**config.mk**
```make
export PLATFORM = sky130hd
export DESIGN_NAME = irq_ctrl
export DESIGN_NICKNAME = d
export VERILOG_FILES = /design/src/rtl/irq_pkg.sv /design/src/rtl/irq_prio_enc.sv /design/src/rtl/irq_ctrl.sv
export SDC_FILE = /design/constraint.sdc
export NUM_CORES = 1
export LEC_CHECK = 0
export CAP_MARGIN = 20
export CORE_MARGIN = 5
export CORE_UTILIZATION = 44
export DETAILED_ROUTE_END_ITERATION = 6
export GPL_TIMING_DRIVEN = 1
export MAX_ROUTING_LAYER = met4
export PLACE_DENSITY_LB_ADDON = 0.25
export SYNTH_ARGS = -nofsm -noshare
export SYNTH_HDL_FRONTEND = slang
export SYNTH_SLANG_ARGS = --single-unit
```
**constraint.sdc**
```tcl
create_clock -name clk -period 1.6 [get_ports clk]
set_input_delay 0.32 -clock clk [delete_from_list [all_inputs] [get_ports clk]]
set_output_delay 0.32 -clock clk [all_outputs]
set_load 0.05 [all_outputs]
```
**src/rtl/irq_pkg.sv**
```systemverilog
// Shared types and constants for the vectored interrupt controller.
package irq_pkg;

    typedef enum logic [1:0] {
        StIdle    = 2'd0,
        StReq     = 2'd1,
        StService = 2'd2
    } irq_state_e;

    localparam logic [7:0]  AddrPend  = 8'h3C;
    localparam logic [7:0]  AddrMask  = 8'h3D;
    localparam logic [7:0]  AddrStat  = 8'h3E;
    localparam int unsigned VecStride = 2;

    // Bits at or above the source count never hold state.
    function automatic logic [7:0] src_mask(input int unsigned n);
        logic [7:0] m;
        m = '0;
        for (int unsigned i = 0; i < 8; i++) begin
            if (i < n) m[i] = 1'b1;
        end
        return m;
    endfunction

endpackage

```
**src/rtl/irq_prio_enc.sv**
```systemverilog
// Lowest-index-wins priority encoder: source 0 has the highest priority.
module irq_prio_enc #(
    parameter int unsigned N = 4
) (
    input  logic [N-1:0] req_i,
    output logic [2:0]   idx_o,
    output logic         valid_o
);

    always_comb begin
        idx_o   = '0;
        valid_o = 1'b0;
        for (int i = int'(N) - 1; i >= 0; i--) begin
            if (req_i[i]) begin
                idx_o   = 3'(i);
                valid_o = 1'b1;
            end
        end
    end

endmodule

```
**src/rtl/irq_ctrl.sv**
```systemverilog
// Interrupt controller: edge-captured pending flags, enable mask, fixed-priority
// arbitration and a request/ack/reti handshake with the core.
module irq_ctrl
    import irq_pkg::*;
#(
    parameter int unsigned N_SRC     = 4,
    parameter logic [7:0]  VEC_BASE  = 8'h02,
    parameter logic [7:0]  ADDR_PEND = AddrPend,
    parameter logic [7:0]  ADDR_MASK = AddrMask,
    parameter logic [7:0]  ADDR_STAT = AddrStat
) (
    input  logic             clk,
    input  logic             rst,
    input  logic [N_SRC-1:0] irq_in,
    input  logic [7:0]       addr,
    input  logic [7:0]       wdata,
    input  logic             write,
    input  logic             read,
    output logic [7:0]       rdata,
    input  logic             gie,
    output logic             irq_req,
    output logic [7:0]       irq_vec,
    input  logic             irq_ack,
    input  logic             reti,
    output logic             in_service
);

    localparam logic [7:0] SrcMask = src_mask(N_SRC);

    irq_state_e state_q, state_d;
    logic [7:0] irq_q, irq_d;
    logic [7:0] pend_q, pend_d;
    logic [7:0] mask_q, mask_d;
    logic [7:0] rdata_q, rdata_d;
    logic [7:0] vec_q, vec_d;
    logic [2:0] sel_q, sel_d;

    logic [7:0] irq_ext, set_v, clr_v, elig;
    logic [2:0] win_idx;
    logic       win_valid;
    logic       ack_ok;

    always_comb begin
        irq_ext              = '0;
        irq_ext[N_SRC-1:0]   = irq_in;
    end

    assign elig = pend_q & mask_q;

    irq_prio_enc #(
        .N (N_SRC)
    ) u_prio_enc (
        .req_i   (elig[N_SRC-1:0]),
        .idx_o   (win_idx),
        .valid_o (win_valid)
    );

    always_ff @(posedge clk) begin
        if (rst) begin
            state_q <= StIdle;
            irq_q   <= '0;
            pend_q  <= '0;
            mask_q  <= '0;
            rdata_q <= '0;
            vec_q   <= '0;
            sel_q   <= '0;
        end else begin
            state_q <= state_d;
            irq_q   <= irq_d;
            pend_q  <= pend_d;
            mask_q  <= mask_d;
            rdata_q <= rdata_d;
            vec_q   <= vec_d;
            sel_q   <= sel_d;
        end
    end

    // Selection and vector are latched on entry to StReq and never re-arbitrated there.
    always_comb begin
        state_d = state_q;
        sel_d   = sel_q;
        vec_d   = vec_q;
        case (state_q)
            StIdle: begin
                if (gie && win_valid) begin
                    state_d = StReq;
                    sel_d   = win_idx;
                    vec_d   = VEC_BASE + 8'(VecStride) * {5'b0, win_idx};
                end
            end
            StReq: begin
                if (irq_ack) begin
                    state_d = StService;
                end else if (!elig[sel_q] || !gie) begin
                    state_d = StIdle;
                end
            end
            StService: begin
                if (reti) state_d = StIdle;
            end
            default: state_d = StIdle;
        endcase
    end

    always_comb begin
        irq_req    = (state_q == StReq);
        in_service = (state_q == StService);
        irq_vec    = vec_q;
        rdata      = rdata_q;
        ack_ok     = (state_q == StReq) && irq_ack;
    end

    // A same-cycle rising edge beats a clear; reads see pre-write values.
    always_comb begin
        irq_d  = irq_ext;
        set_v  = irq_ext & ~irq_q;
        clr_v  = '0;
        if (write && (addr == ADDR_PEND)) clr_v = wdata;
        if (ack_ok) clr_v = clr_v | (8'(1) << sel_q);
        pend_d = ((pend_q & ~clr_v) | set_v) & SrcMask;

        mask_d = mask_q;
        if (write && (addr == ADDR_MASK)) mask_d = wdata & SrcMask;

        rdata_d = rdata_q;
        if (read) begin
            if (addr == ADDR_PEND) begin
                rdata_d = pend_q;
            end else if (addr == ADDR_MASK) begin
                rdata_d = mask_q;
            end else if (addr == ADDR_STAT) begin
                rdata_d = {state_q, 3'b000, sel_q};
            end else begin
                rdata_d = 8'h00;
            end
        end
    end

endmodule
```
==> results of run 1 <==
==> flip-flops by register name, summed over array words and instances, names as in the netlist <==
signal / count
irq_q: 4
irq_vec: 3
mask_q: 4
pend_q: 4
rdata: 6
sel_q: 2
state_q: 2
==> per-layer routing <==
| metal | up-vias | part of all wire [%] |
|---|---|---|
| met2 | 34 | 52 |
| met5 | - | 0 |
| met3 | 5 | 5.1 |
| met4 | 0 | 1.8 |
| li1 | 539 | - |
| met1 | 493 | 41 |
==> stage by stage <==
step | setup WS [ps] | power, W | cells
after floorplan | 98.4 | 0.000766 | 138
after global placement | -272 | 0.000831 | 198
after detailed placement | -301 | 0.000835 | 198
after CTS | 46.2 | 0.00112 | 203
after global routing | -7.94 | 0.00116 | 203
final | 60.2 | 0.00111 | 203
==> cells by family (layout without fill, tap and decap cells) <==
family                   Yosys count  in the layout  share of synthesized area, %
AO/OA/AOI/OAI                     24             24                          15.2
adder cells (fa/ha/maj)            1              1                          1.00
buffers and inverters             18             52                          7.52
flip-flops                        25             25                          40.1
multiplexers                      12             12                          10.8
other                              1              7                         0.301
AND/OR/NAND/NOR                   51             51                          25.0
==> repair_timing <==
action                     in CTS  in global routing
setup buffers                   1                  0
pin swaps                       1                  0
gates resized for setup         0                 10
setup endpoints to repair       1                  4
==> cell usage in the layout, fill, tap and decap left out, types with 2 or more instances in the layout <==
| master | synthesis | routed |
|---|---|---|
| nor4b_2 | 0 | 2 |
| nand2b_1 | 9 | 9 |
| mux2i_1 | 9 | 9 |
| o211ai_1 | 2 | 2 |
| dfxtp_2 | 0 | 6 |
| a21oi_1 | 9 | 9 |
| nand2_1 | 3 | 2 |
| mux2_2 | 2 | 2 |
| dfxtp_1 | 25 | 19 |
| nand2_2 | 3 | 4 |
| clkdlybuf4s50_1 | 0 | 22 |
| o2bb2ai_1 | 6 | 6 |
| nand3_1 | 6 | 6 |
| inv_1 | 6 | 6 |
| nor2b_1 | 8 | 7 |
| nor2_1 | 8 | 8 |
| conb_1 | 1 | 7 |
| nor4b_1 | 4 | 2 |
| clkbuf_4 | 0 | 3 |
| buf_4 | 7 | 17 |
| nand4_1 | 2 | 2 |
| buf_12 | 0 | 3 |
| o311ai_0 | 2 | 2 |
==> cell type report <==
| cell class | instances | area (um2) |
|---|---|---|
| clock buffers | 4 | 26.3 |
| repair buffers | 42 | 408 |
| inverters | 6 | 22.5 |
| well taps | 31 | 38.8 |
| multi-input cells | 95 | 699 |
| flip-flops and latches | 25 | 508 |
| fillers | 238 | 1030 |
==> worst max-delay path: cells and delay by family <==
kind                   cells  cell delay [ps]
AOI/OAI and AO/OA          1              310
muxes                      1              230
and+or+nand+nor            2              440
buffers and inverters      1              470
==> power by group through the flow <==
stage	clock, W	sequential (W)	combinational (W)
final	0.000285	0.000652	0.000173
after global routing	0.000322	0.000655	0.000185
after CTS	0.000297	0.000650	0.000171
after detailed placement	0	0.000664	0.000171
after global placement	0	0.000663	0.000167
after floorplan	0	0.000661	0.000105
==> how the worst max path moves through the flow <==
stage / endpoint / slack (ps)
6_report: irq_vec[2] / 60
5_1_grt: pend_q[2] / -8
4_1_cts: irq_vec[2] / 50
3_3_place_gp: sel_q[1] / -270
2_1_floorplan: pend_q[0] / 100
3_5_place_dp: pend_q[1] / -300
==> impl_metrics.ini, run 1 <==
[place]
place_congestion = 0.820
place_area_mm2 = 0.00164
place_hpwl_mm = 2.35
port_buffers = 33

[clock_tree]
cts_root_buffer = clkbuf_4
ctsHoldBuffers = 0
clk_latency_ps = 320
clock-sinks = 25
clockBufferDepth = 2
cts_tree = done
cts_max_level = 1
clkTransAtPathRegs_ps = 130
cts_buffers = 3

[outcome]
status = completed

[logic_synthesis]
synthTopCellsByCount = dfxtp_1, a21oi_1, mux2i_1, nand2b_1
synthArstFlopShare_pct = 0
synth_area_mm2 = 0.00125
synth_seq_cells = 25
yosys.area.top_type = dfxtp_1
syn_inst = 132
synth_seq_area_share_pct = 40.1
ys_types = 35
ys.warnings.count = 0
synth_edf_count = 0
ys.flop_type = dfxtp_1
syn_area_per_cell_um2 = 9.45
synth_top_area_share_pct = 40.1
yosysMostFrequentCell = dfxtp_1
synth_area_leaders = dfxtp_1, mux2i_1, nand2b_1

[finish]
synthToLayoutAreaGrowth_pct = 36.5
diodes = 0
nets = 201
final_cell_area_mm2 = 0.00170
drive_gt1_share_pct = 25.6
final_core_util_pct = 62.3

[hold_path]
hold_depth = 2
hp-class = reg2reg
holdPathEnd = rdata[1]
hp-start = rdata[1]

[die]
dieHeight_um = 63.2
io_pins = 45
core_mm2 = 0.00273
die_area_mm2 = 0.00400
rows = 19
initial_core_util_pct = 45.6
die_w_um = 63.2

[global_routing]
track_usage_pct = 15.8
grt_busiest_layer = met2
antenna_found_initial = 0
grt.overflow.total = 0
met2_usage_pct = 26.9
use_met3_pct = 3.02
grt_max_degree = 14
use_met1_pct = 18.0
grt_pass1_wl_mm = 4.92
grt_pass1_vias = 1053

[sta]
setup_viol = 0
hold_viol = 0
finalCritPeriodShare_pct = 96.2
hold_ws_ps = 480
fmax_ghz = 0.649
slew_violations = 0
fin_skew_ps = 5.37
setup-tns-final_ps = 0
period_needed_ps = 1540

[pwr]
p_leak_nw = 0.609
pwr-share-comb_pct = 15.6
ir_worst_vdd_mv = 0.543
p_seq_share_pct = 58.7
powerDensity_mw_per_mm2 = 652
switchingPower_w = 0.000287
clockPowerShare_pct = 25.7
sw_frac_of_total_pct = 25.8
intPower_w = 0.000823

[detailed_routing]
drtPass1Iterations = 6
drt_iter0_markers = 20
wl_mm = 2.90
antenna_left = 0
wl_per_cell_um = 14.3
route.detailed.drc = 0
vias_per_cell = 5.28
vias = 1071

[critical_path]
r2r_cells = 6
rrSetupSlack_ps = 90
worst_path_max_delay_cell = clkdlybuf4s50_1
crit_chain = clkdlybuf4s50_1 > or3b_4 > a41oi_4 > mux2i_1 > nor2_1
cp_max_fo = 8
critPathLaunchType = input port
crit_required_ps = 1830
endpoint_kind = flip-flop
crit_type = in2reg
r2r_end = irq_vec[2]
slowest_delay_ps = 470
crit_arrival_ps = 1770
critPathLaunch = gie
timing.rr.start = mask_q[3]

[run]
maxCapViolCount = 0
(Power assumes the default switching activity.)
==> run 2, diff against run 1 <==
Settings changed: CORE_MARGIN 5 to unset.
==> run 2 against run 1 <==
Compared with the run above: flip-flop and latch count stayed put; die area is 24% lower; sequential share of layout area is 0.072 points higher; final area is 1.5% lower; maximum frequency is 0.40% lower; wire length is 13% lower; via count is 1.4% lower; setup slack worse by 6.2 ps; non-clock buffer count stayed put; combinational power hardly changed; clock-buffer cell count is 1 lower; sequential power hardly changed.
==> impl_metrics.ini, run 2 (synthesis results as in run 1) <==
[pwr]
clockPowerShare_pct = 26.0
p_leak_nw = 0.603
p_seq_share_pct = 58.7
sw_frac_of_total_pct = 26.0
ir_worst_vdd_mv = 0.899
pwr-share-comb_pct = 15.3
switchingPower_w = 0.000288
powerDensity_mw_per_mm2 = 660
intPower_w = 0.000820
power_w = 0.00111

[detailed_routing]
vias_per_cell = 5.23
route.detailed.drc = 0
drt_iter0_markers = 25
wl_per_cell_um = 12.5
vias = 1056
wl_mm = 2.53
drtPass1Iterations = 4
antenna_left = 0

[critical_path]
slowest_delay_ps = 460
crit_type = in2reg
critPathTopFamily = buffers and inverters
crit_arrival_ps = 1780
crit_chain = clkdlybuf4s50_1 > or3b_4 > a41oi_4 > mux2i_1 > nor2_1
cp_max_fo = 8
worst_path_max_delay_cell = clkdlybuf4s50_1
crit_required_ps = 1840
critPathLaunchType = input port
crit_buf_inv = 1
endpoint_kind = flip-flop

[sta]
slew_violations = 0
setup_ws_ps = 54.0
hold_ws_ps = 473
setup-tns-final_ps = 0
fmax_ghz = 0.647
finalCritPeriodShare_pct = 96.6
setup_viol = 0
hold_viol = 0
fin_skew_ps = 3.60
period_needed_ps = 1550
rsz0062_at_grt = false

[finish]
final_common_cell = dfxtp_1
synthToLayoutAreaGrowth_pct = 34.5
diodes = 0
largest_reg_flops = 6
mostFrequentLayoutCells = dfxtp_1, clkdlybuf4s50_1, buf_4
drive_gt1_share_pct = 20.9
final_core_util_pct = 65.4
nets = 201

[global_routing]
grt_pass1_wl_mm = 4.49
grt_pass1_vias = 1041
track_usage_pct = 18.4
antenna_found_initial = 0
grt.overflow.total = 0
grt_max_degree = 16

[place]
place_congestion = 0.761
place_hpwl_mm = 2.01
preCtsSetupSlack_ps = -311
port_buffers = 33

[clock_tree]
clk_latency_ps = 320
cts_max_level = 1
cts_tree = done
clockBufferDepth = 2
cts_root_buffer = clkbuf_4
clock-sinks = 25
cts_buffers = 3
clkTransAtPathRegs_ps = 140

[run]
maxCapViolCount = 0

[die]
io_pins = 45
initial_core_util_pct = 48.6
core_mm2 = 0.00257
rows = 18
die_w_um = 55.2
die_area_mm2 = 0.00305
dieHeight_um = 55.2

[outcome]
status = completed

[hold_path]
hp-class = reg2reg
[run 2: cell count changes in the layout (fill, tap and decap cells not counted), moves of 2 or more]
cell | previous run | this run
dfxtp_1 | 19 | 24
nor4b_1 | 2 | 4
nor4b_2 | 2 | 0
dfxtp_2 | 6 | 1
[run 2: layout make-up]
cell class	count	area [um2]
tap	30	37.5
timing repair buffer	42	408
clock inverter	1	7.51
clock buffer	3	22.5
fill	233	890
sequential	25	502
multi-input combinational	95	678
inverter	6	22.5
[run 2: routing by layer]
metal / part of all wire, % / GRT usage [%]
met5: 0 / -
met4: 0.43 / 1.79
met3: 4.7 / 5.85
met2: 50 / 32.2
met1: 45 / 21.2
[run 2: final timing paths]
kind,startpoint,end,slack (ps),depth (start not counted)
max reg2reg,pend_q[2],irq_vec[2],90,6
min,irq_q[2],pend_q[2],470,2
max,gie,irq_vec[3],50,5
min reg2reg,irq_q[2],pend_q[2],470,2
[run 2: what timing repair did]
item	CTS	global route
resized for setup	0	1
setup endpoints to repair	0	2
hold endpoints to repair	0	0
setup buffers	0	1
hold buffers	0	0
[run 2: power groups by stage]
stage	Sequential, W	Combinational (W)	Clock, W
floorplan	0.000661	0.000105	0
global placement	0.000663	0.000167	0
detailed placement	0.000664	0.000170	0
CTS	0.000650	0.000171	0.000302
global route	0.000652	0.000184	0.000321
finish	0.000650	0.000170	0.000288
[run 2: worst min-delay path, stage by stage, from the launching register on]
cell       delay, ps
dfxtp_1          320
inv_1             40
o2bb2ai_1         90
[run 2: per-stage QoR]
step                instances  area [um2]
finish                    202        1680
detailed placement        197        1640
CTS                       201        1670
floorplan                 138        1270
global route              202        1680
global placement          197        1640
